File: config.mk
export PLATFORM = sky130hd
export DESIGN_NAME = axis_unalign_flat
export DESIGN_NICKNAME = d
export VERILOG_FILES = /design/src/rtl/axis_pkg.sv /design/src/rtl/axis_unalign_if.sv /design/src/rtl/axis_lane_swap.sv /design/src/rtl/axis_unalign.sv /design/src/flat_wrapper.sv
export SDC_FILE = /design/constraint.sdc
export NUM_CORES = 1
export LEC_CHECK = 0
export ABC_AREA = 1
export CAP_MARGIN = 40
export CORE_UTILIZATION = 48
export CTS_BUF_LIST = sky130_fd_sc_hd__clkbuf_16
export CTS_CLUSTER_DIAMETER = 50
export DETAILED_ROUTE_END_ITERATION = 16
export GPL_TIMING_DRIVEN = 0
export PLACE_DENSITY = 0.77
export SLEW_MARGIN = 20
export SYNTH_ARGS = -nofsm -noshare
export SYNTH_HDL_FRONTEND = slang
export SYNTH_SLANG_ARGS = --single-unit
File: constraint.sdc
create_clock -name aclk -period 2.45 [get_ports aclk]
set_input_delay 0.6125 -clock aclk [delete_from_list [all_inputs] [get_ports aclk]]
set_output_delay 0.6125 -clock aclk [all_outputs]
set_load 0.05 [all_outputs]
File: src/rtl/axis_pkg.sv
// Shared types and byte/keep helpers for the axis_unalign datapath.
// Everything inside the core is kept in little-endian stream order, so stream byte 0 sits in lane 0.
package axis_pkg;
   localparam int LANES = 4;

   typedef enum logic [1:0] {FIRST, STREAM, FLUSH} state_t;

   function automatic logic [31:0] byte_rev(input logic [31:0] d);
      return {d[7:0], d[15:8], d[23:16], d[31:24]};
   endfunction

   function automatic logic [3:0] keep_rev(input logic [3:0] k);
      return {k[0], k[1], k[2], k[3]};
   endfunction

   function automatic logic [2:0] keep_count(input logic [3:0] k);
      return {2'b0, k[0]} + {2'b0, k[1]} + {2'b0, k[2]} + {2'b0, k[3]};
   endfunction

   function automatic logic [3:0] count_mask(input logic [2:0] n);
      case (n)
         3'd0:    return 4'b0000;
         3'd1:    return 4'b0001;
         3'd2:    return 4'b0011;
         3'd3:    return 4'b0111;
         default: return 4'b1111;
      endcase
   endfunction

   // Widen a lane-enable mask to a per-bit data mask.
   function automatic logic [31:0] keep_bytes(input logic [3:0] k);
      logic [31:0] m;
      for (int i = 0; i < LANES; i++) m[8*i +: 8] = {8{k[i]}};
      return m;
   endfunction
endpackage

File: src/rtl/axis_unalign_if.sv
// Stream-in / stream-out bundle for axis_unalign.
// The slave modport is the unaligner's view; the master modport is the view of whatever surrounds it.
interface axis_unalign_if;
   import axis_pkg::*;

   logic [8*LANES-1:0] s_tdata;
   logic [LANES-1:0]   s_tkeep;
   logic               s_tlast;
   logic               s_tvalid;
   logic [1:0]         s_tuser;
   logic               s_tready;
   logic [8*LANES-1:0] m_tdata;
   logic [LANES-1:0]   m_tkeep;
   logic               m_tlast;
   logic               m_tvalid;
   logic               m_tready;

   modport master (
      output s_tdata, s_tkeep, s_tlast, s_tvalid, s_tuser, m_tready,
      input  s_tready, m_tdata, m_tkeep, m_tlast, m_tvalid
   );

   modport slave (
      input  s_tdata, s_tkeep, s_tlast, s_tvalid, s_tuser, m_tready,
      output s_tready, m_tdata, m_tkeep, m_tlast, m_tvalid
   );
endinterface

File: src/rtl/axis_lane_swap.sv
// Optional byte-lane reversal.
// It converts one side of the stream between big-endian bus order and the core's little-endian order.
module axis_lane_swap
   import axis_pkg::*;
#(
   parameter bit ENABLE = 1'b0
) (
   input  logic [31:0] data_in,
   input  logic [3:0]  keep_in,
   output logic [31:0] data_out,
   output logic [3:0]  keep_out
);
   assign data_out = ENABLE ? byte_rev(data_in) : data_in;
   assign keep_out = ENABLE ? keep_rev(keep_in) : keep_in;
endmodule

File: src/rtl/axis_unalign.sv
// Re-emits a dense, lane-0-justified packet starting at byte offset s_tuser within its first output beat.
//   state  | meaning
//   FIRST  | idle, next accepted beat starts a packet and loads the offset
//   STREAM | mid-packet, r residual bytes carried in the hold register
//   FLUSH  | input stalled, the leftover hold bytes go out as the last beat
module axis_unalign
   import axis_pkg::*;
#(
   parameter string INPUT_BIG_ENDIAN  = "FALSE",
   parameter string OUTPUT_BIG_ENDIAN = "FALSE"
) (
   input logic           aclk,
   input logic           areset,
   axis_unalign_if.slave axis
);
   localparam bit IN_BE  = (INPUT_BIG_ENDIAN == "TRUE");
   localparam bit OUT_BE = (OUTPUT_BIG_ENDIAN == "TRUE");

   logic [31:0] s_data_le, m_data_w;
   logic [3:0]  s_keep_le, m_keep_w;

   state_t      state_q, state_d;
   logic [23:0] hold_data_q, hold_data_d;
   logic [2:0]  hold_keep_q, hold_keep_d;
   logic [1:0]  r_q, r_d;
   logic [31:0] out_data_q, out_data_d;
   logic [3:0]  out_keep_q, out_keep_d;
   logic        out_last_q, out_last_d;
   logic        out_valid_q, out_valid_d;

   logic        out_free, s_ready, accept;
   logic [1:0]  r_eff;
   logic [23:0] hold_data_eff;
   logic [2:0]  hold_keep_eff;
   logic [55:0] cat_data;
   logic [6:0]  cat_keep;
   logic [3:0]  fill;
   logic [3:0]  flush_keep;

   axis_lane_swap #(.ENABLE(IN_BE)) u_swap_in (
      .data_in  (axis.s_tdata),
      .keep_in  (axis.s_tkeep),
      .data_out (s_data_le),
      .keep_out (s_keep_le)
   );

   axis_lane_swap #(.ENABLE(OUT_BE)) u_swap_out (
      .data_in  (out_data_q),
      .keep_in  (out_keep_q),
      .data_out (m_data_w),
      .keep_out (m_keep_w)
   );

   assign axis.m_tdata  = m_data_w;
   assign axis.m_tkeep  = m_keep_w;
   assign axis.m_tlast  = out_last_q;
   assign axis.m_tvalid = out_valid_q;
   assign axis.s_tready = s_ready;

   always_comb begin
      out_free      = !out_valid_q || axis.m_tready;
      s_ready       = (state_q != FLUSH) && out_free;
      accept        = s_ready && axis.s_tvalid;
      r_eff         = (state_q == FIRST) ? axis.s_tuser : r_q;
      hold_data_eff = (state_q == FIRST) ? 24'h0 : hold_data_q;
      hold_keep_eff = (state_q == FIRST) ? 3'b000 : hold_keep_q;
      // Input shifted up by r lanes, residual bytes slotted underneath: lanes 0..3 go out, 4..6 are carried.
      cat_data      = ({24'h0, s_data_le & keep_bytes(s_keep_le)} << {r_eff, 3'b000})
                    | {32'h0, hold_data_eff};
      cat_keep      = ({3'b000, s_keep_le} << r_eff) | {4'b0000, hold_keep_eff};
      fill          = {2'b00, r_eff} + {1'b0, keep_count(s_keep_le)};
      flush_keep    = count_mask({1'b0, r_q});

      state_d     = state_q;
      hold_data_d = hold_data_q;
      hold_keep_d = hold_keep_q;
      r_d         = r_q;
      out_data_d  = out_data_q;
      out_keep_d  = out_keep_q;
      out_last_d  = out_last_q;
      out_valid_d = out_valid_q && !axis.m_tready;

      if (state_q == FLUSH) begin
         if (out_free) begin
            out_valid_d = 1'b1;
            out_data_d  = {8'h0, hold_data_q} & keep_bytes(flush_keep);
            out_keep_d  = flush_keep;
            out_last_d  = 1'b1;
            hold_data_d = 24'h0;
            hold_keep_d = 3'b000;
            r_d         = 2'd0;
            state_d     = FIRST;
         end
      end else if (accept) begin
         out_valid_d = 1'b1;
         out_data_d  = cat_data[31:0] & keep_bytes(cat_keep[3:0]);
         out_keep_d  = cat_keep[3:0];
         out_last_d  = 1'b0;
         hold_data_d = cat_data[55:32];
         hold_keep_d = cat_keep[6:4];
         r_d         = r_eff;
         state_d     = STREAM;
         if (axis.s_tlast) begin
            if (fill <= 4'd4) begin
               out_last_d  = 1'b1;
               hold_data_d = 24'h0;
               hold_keep_d = 3'b000;
               r_d         = 2'd0;
               state_d     = FIRST;
            end else begin
               r_d     = fill[1:0];
               state_d = FLUSH;
            end
         end
      end
   end

   always_ff @(posedge aclk or posedge areset) begin
      if (areset) begin
         state_q     <= FIRST;
         hold_data_q <= 24'h0;
         hold_keep_q <= 3'b000;
         r_q         <= 2'd0;
         out_data_q  <= 32'h0;
         out_keep_q  <= 4'b0000;
         out_last_q  <= 1'b0;
         out_valid_q <= 1'b0;
      end else begin
         state_q     <= state_d;
         hold_data_q <= hold_data_d;
         hold_keep_q <= hold_keep_d;
         r_q         <= r_d;
         out_data_q  <= out_data_d;
         out_keep_q  <= out_keep_d;
         out_last_q  <= out_last_d;
         out_valid_q <= out_valid_d;
      end
   end
endmodule

File: src/flat_wrapper.sv
// flat-port wrapper written by rule: the top's interface ports become plain ports
module axis_unalign_flat import axis_pkg::*;
#(
   parameter string INPUT_BIG_ENDIAN  = "     ",
   parameter string OUTPUT_BIG_ENDIAN = "     "
)
  (aclk, areset, axis_s_tdata, axis_s_tkeep, axis_s_tlast, axis_s_tvalid, axis_s_tuser, axis_m_tready, axis_s_tready, axis_m_tdata, axis_m_tkeep, axis_m_tlast, axis_m_tvalid);
  axis_unalign_if axis_i ();
  input logic aclk;
  input logic areset;
  input wire logic [$bits(axis_i.s_tdata)-1:0] axis_s_tdata;
  input wire logic [$bits(axis_i.s_tkeep)-1:0] axis_s_tkeep;
  input wire logic [$bits(axis_i.s_tlast)-1:0] axis_s_tlast;
  input wire logic [$bits(axis_i.s_tvalid)-1:0] axis_s_tvalid;
  input wire logic [$bits(axis_i.s_tuser)-1:0] axis_s_tuser;
  input wire logic [$bits(axis_i.m_tready)-1:0] axis_m_tready;
  output wire logic [$bits(axis_i.s_tready)-1:0] axis_s_tready;
  output wire logic [$bits(axis_i.m_tdata)-1:0] axis_m_tdata;
  output wire logic [$bits(axis_i.m_tkeep)-1:0] axis_m_tkeep;
  output wire logic [$bits(axis_i.m_tlast)-1:0] axis_m_tlast;
  output wire logic [$bits(axis_i.m_tvalid)-1:0] axis_m_tvalid;
  assign axis_i.s_tdata = axis_s_tdata;
  assign axis_i.s_tkeep = axis_s_tkeep;
  assign axis_i.s_tlast = axis_s_tlast;
  assign axis_i.s_tvalid = axis_s_tvalid;
  assign axis_i.s_tuser = axis_s_tuser;
  assign axis_i.m_tready = axis_m_tready;
  assign axis_s_tready = axis_i.s_tready;
  assign axis_m_tdata = axis_i.m_tdata;
  assign axis_m_tkeep = axis_i.m_tkeep;
  assign axis_m_tlast = axis_i.m_tlast;
  assign axis_m_tvalid = axis_i.m_tvalid;
  axis_unalign #(.INPUT_BIG_ENDIAN(INPUT_BIG_ENDIAN), .OUTPUT_BIG_ENDIAN(OUTPUT_BIG_ENDIAN)) u_core (.aclk(aclk), .areset(areset), .axis(axis_i));
endmodule
==> results.sh <==
export IMPL_number_of_instances_in_the_synthesized_netlist=617
export IMPL_timing_hold_worst_class="reg -> reg"
export IMPL_antenna_left=0
export IMPL_cts_hold_buf=0
export IMPL_skew_ns=0.0131
export IMPL_antennaDiodeCount=0
export IMPL_wl_um=14600
export IMPL_syn_mean_instance_area_sq_um=7.01
export IMPL_r2r_slack_ns=-0.28
export IMPL_fmax_mhz=352
export IMPL_crit_path_start_kind="primary input"
export IMPL_hold_viol=0
export IMPL_final_period_utilization=1.16
export IMPL_effective_utilization_at_floorplan=0.496
export IMPL_leakage_power_figure_nw=2.76
export IMPL_worstRegToRegCells=15
export IMPL_netlist_cell_type_count=30
export IMPL_die_height_um=96.9
export IMPL_die_w_um=96.9
export IMPL_hold_worst_slack_ns=0.483
export IMPL_clkSlewWorstSetupHoldPaths_ns=0.06
export IMPL_report_final_slew_viol_count=0
export IMPL_report_final_setup_viol=31
export IMPL_layout_commonest_cell="sky130_fd_sc_hd__nand2_1"
export IMPL_num_nets_final=763
export IMPL_postSynth_asyncResetShare=1.00
export IMPL_outcome="complete, but fails checks"
export IMPL_clockRootBuffer="sky130_fd_sc_hd__clkbuf_16"
export IMPL_timing_critical_path_required_ns=2.71
export IMPL_worst_ep_arrival_time_ns=3.10
export IMPL_grt_antenna_before_repair=0
export IMPL_total_power_mw=7.93
export IMPL_timing_setup_tns_ns=-11.20
export IMPL_insertion_delay_ns=0.34
export IMPL_grt_start_max_net_pins=50
export IMPL_cts_buffers_inserted=9
export IMPL_grt_setup_unrepaired="true"
export IMPL_clock_sink_count=69
export IMPL_hold_path_depth=2
export IMPL_dieArea_sq_um=9390
export IMPL_highest_fanout_seen_on_the_critical_path=5
export IMPL_io_pins=82
export IMPL_first_global_vias=4291
export IMPL_number_of_synthesis_warnings=0
export IMPL_hold_path_startpoint="u_core.out_data_q[26]$_DFFE_PP0P_"
export IMPL_filler_cell_count=759
export IMPL_synth_seq_cells=69
export IMPL_grt_first_pass_wirelength_um=22600
export IMPL_drt_pass1_iter_count=5
export IMPL_drt_iter0_drc=279
export IMPL_htree_levels=3
export IMPL_gpl_final_weighted_congestion=0.942
export IMPL_placed_area_sq_um=5320
export IMPL_grt_overflow_total=0
export IMPL_cp_end_kind="register"
export IMPL_power_density_of_the_placed_cells_nw_per_um2=1380
export IMPL_synth_area_sq_um=4330
export IMPL_area_delta_synth_final_pct=33.2
export IMPL_timing_hold_worst_endpoint="u_core.out_data_q[26]$_DFFE_PP0P_"
export IMPL_synth_sequential_area_ratio=0.399
export IMPL_worstReg2RegStart="u_core.state_q[0]$_DFFE_PP0P_"
export IMPL_cts_tree="yes"
export IMPL_cts_buffer_depth=2
export IMPL_violations_in_the_final_reports="negative setup slack"
export IMPL_final_critical_path_setup_slack_ns=-0.394
export IMPL_final_area_sq_um=5760
export IMPL_detailedPlacementHpwl_um=11000
export IMPL_final_cell_mix="sky130_fd_sc_hd__nand2_1 (216), sky130_fd_sc_hd__clkdlybuf4s50_1 (76), sky130_fd_sc_hd__dfrtp_1 (68)"
export IMPL_power_ir_vdd_worst_mv=0.740
export IMPL_synth_flop_cell="sky130_fd_sc_hd__dfrtp_1"
export IMPL_synth_edf_count=0
export IMPL_synth_nets=666
export IMPL_routed_length_per_placed_instance_um=17.6
export IMPL_coreArea_sq_um=8720
export IMPL_reg2reg_end="u_core.hold_data_q[15]$_DFFE_PP0P_"
export IMPL_route_detailed_drc=0
export IMPL_vias=4475
export IMPL_portBuffers=79
export IMPL_post_drt_via_cell_ratio=5.41
export IMPL_track_usage=0.311
export IMPL_drive_above_1_share=0.160
export IMPL_timing_worst_slew_pin_value_ns=0.683
export IMPL_setup_cp_type="in -> reg"
export IMPL_rows=34
export IMPL_drv_max_cap_violation_count=0
export IMPL_fin_crit_ns=2.84
export IMPL_maxSlewHeadroom=0.545
-- cell type report --
type                       instances  area, sq um  area share
tap                              108          135      0.0235
timing repair buffer              86          898       0.156
sequential                        69         1730       0.300
clock buffer                       9          225      0.0391
multi-input combinational        466         2320       0.403
inverter                          51          196      0.0341
clock inverter                     7         55.1     0.00956
buffer                            31          201      0.0350
-- flip-flops by register name, summed over array words and instances (netlist names) --
name	cells
u_core.hold_data_q	24
u_core.axis.m_tvalid	1
u_core.axis.m_tlast	1
u_core.r_q	2
u_core.state_q	2
u_core.out_data_q	32
u_core.out_keep_q	4
u_core.hold_keep_q	3
-- where the power goes --
part,switching (mW),internal [mW]
Combinational,3.25,1.56
Clock,0.551,0.696
Sequential,0.301,1.58
Total,4.10,3.83
-- logic make-up after synthesis --
kind of cell / after synthesis / share of synthesized area
adder cells (fa/ha/maj): 6 / 0.0208
XOR/XNOR: 1 / 0.00203
buffers and inverters: 82 / 0.0865
flip-flops: 69 / 0.399
AND/OR/NAND/NOR: 331 / 0.322
AO/OA/AOI/OAI: 128 / 0.170
-- Yosys cell counts, types with 4 or more instances --
| cell type | instances | share of area |
|---|---|---|
| sky130_fd_sc_hd__nand2_2 | 10 | 0.014 |
| sky130_fd_sc_hd__o21ai_1 | 18 | 0.021 |
| sky130_fd_sc_hd__buf_2 | 6 | 0.0069 |
| sky130_fd_sc_hd__nand2_4 | 6 | 0.016 |
| sky130_fd_sc_hd__nor2_1 | 59 | 0.051 |
| sky130_fd_sc_hd__ha_1 | 4 | 0.012 |
| sky130_fd_sc_hd__buf_6 | 5 | 0.013 |
| sky130_fd_sc_hd__buf_4 | 5 | 0.0087 |
| sky130_fd_sc_hd__clkbuf_1 | 14 | 0.012 |
| sky130_fd_sc_hd__inv_2 | 7 | 0.0061 |
| sky130_fd_sc_hd__o21ai_0 | 42 | 0.049 |
| sky130_fd_sc_hd__a21oi_2 | 8 | 0.016 |
| sky130_fd_sc_hd__dfrtp_1 | 69 | 0.40 |
| sky130_fd_sc_hd__nand2_1 | 218 | 0.19 |
| sky130_fd_sc_hd__o21ai_2 | 11 | 0.022 |
| sky130_fd_sc_hd__inv_1 | 43 | 0.037 |
| sky130_fd_sc_hd__nand3_1 | 32 | 0.037 |
| sky130_fd_sc_hd__a21oi_1 | 42 | 0.049 |
-- critical path, cell delays in order --
cell and delay [ns]:
sky130_fd_sc_hd__buf_8 0.10, sky130_fd_sc_hd__ha_4 0.25, sky130_fd_sc_hd__inv_2 0.03, sky130_fd_sc_hd__fa_1 0.51, sky130_fd_sc_hd__inv_1 0.06, sky130_fd_sc_hd__ha_2 0.20
sky130_fd_sc_hd__fa_2 0.54, sky130_fd_sc_hd__inv_2 0.04, sky130_fd_sc_hd__nand2_2 0.07, sky130_fd_sc_hd__a21oi_4 0.07, sky130_fd_sc_hd__a21oi_4 0.22, sky130_fd_sc_hd__nand2_4 0.12
sky130_fd_sc_hd__buf_12 0.16, sky130_fd_sc_hd__o21ai_2 0.10
-- worst max-delay path by stage --
stage / from / end / cells after the start / slack [ns]
6_report: axis_s_tkeep[0] / u_core.hold_data_q[15]$_DFFE_PP0P_ / 14 / -0.39
5_1_grt: axis_s_tkeep[0] / u_core.hold_data_q[9]$_DFFE_PP0P_ / 14 / -0.44
4_1_cts: axis_s_tkeep[0] / u_core.hold_data_q[15]$_DFFE_PP0P_ / 14 / -0.43
3_5_place_dp: axis_s_tkeep[0] / u_core.hold_data_q[10]$_DFFE_PP0P_ / 14 / -1.20
3_3_place_gp: axis_s_tkeep[0] / u_core.hold_data_q[10]$_DFFE_PP0P_ / 14 / -1.15
2_1_floorplan: axis_s_tkeep[1] / u_core.hold_data_q[10]$_DFFE_PP0P_ / 13 / -0.38
-- timing repair --
action / in CTS / in global routing
buffers inserted: 4 / 1
gates resized for setup: 32 / 11
setup endpoints to repair: 32 / 31
pin swaps: 8 / 8
cloned: 1 / 0
-- metal layers --
metal,global-route usage,share of wire,up-vias
met5,0,0,-
met1,0.435,0.45,2091
met4,0.115,0.025,0
met2,0.491,0.46,194
met3,0.0434,0.072,28
li1,-,-,2162
-- per-stage QoR --
step           setup WS [ns]  utilization  instances
6_report              -0.394        0.660        827
5_1_grt               -0.438        0.660        827
4_1_cts               -0.433        0.655        826
3_5_place_dp           -1.20        0.610        805
3_3_place_gp           -1.15        0.607        804
2_1_floorplan         -0.383            -        617
Power figures use the tool's default switching activity.
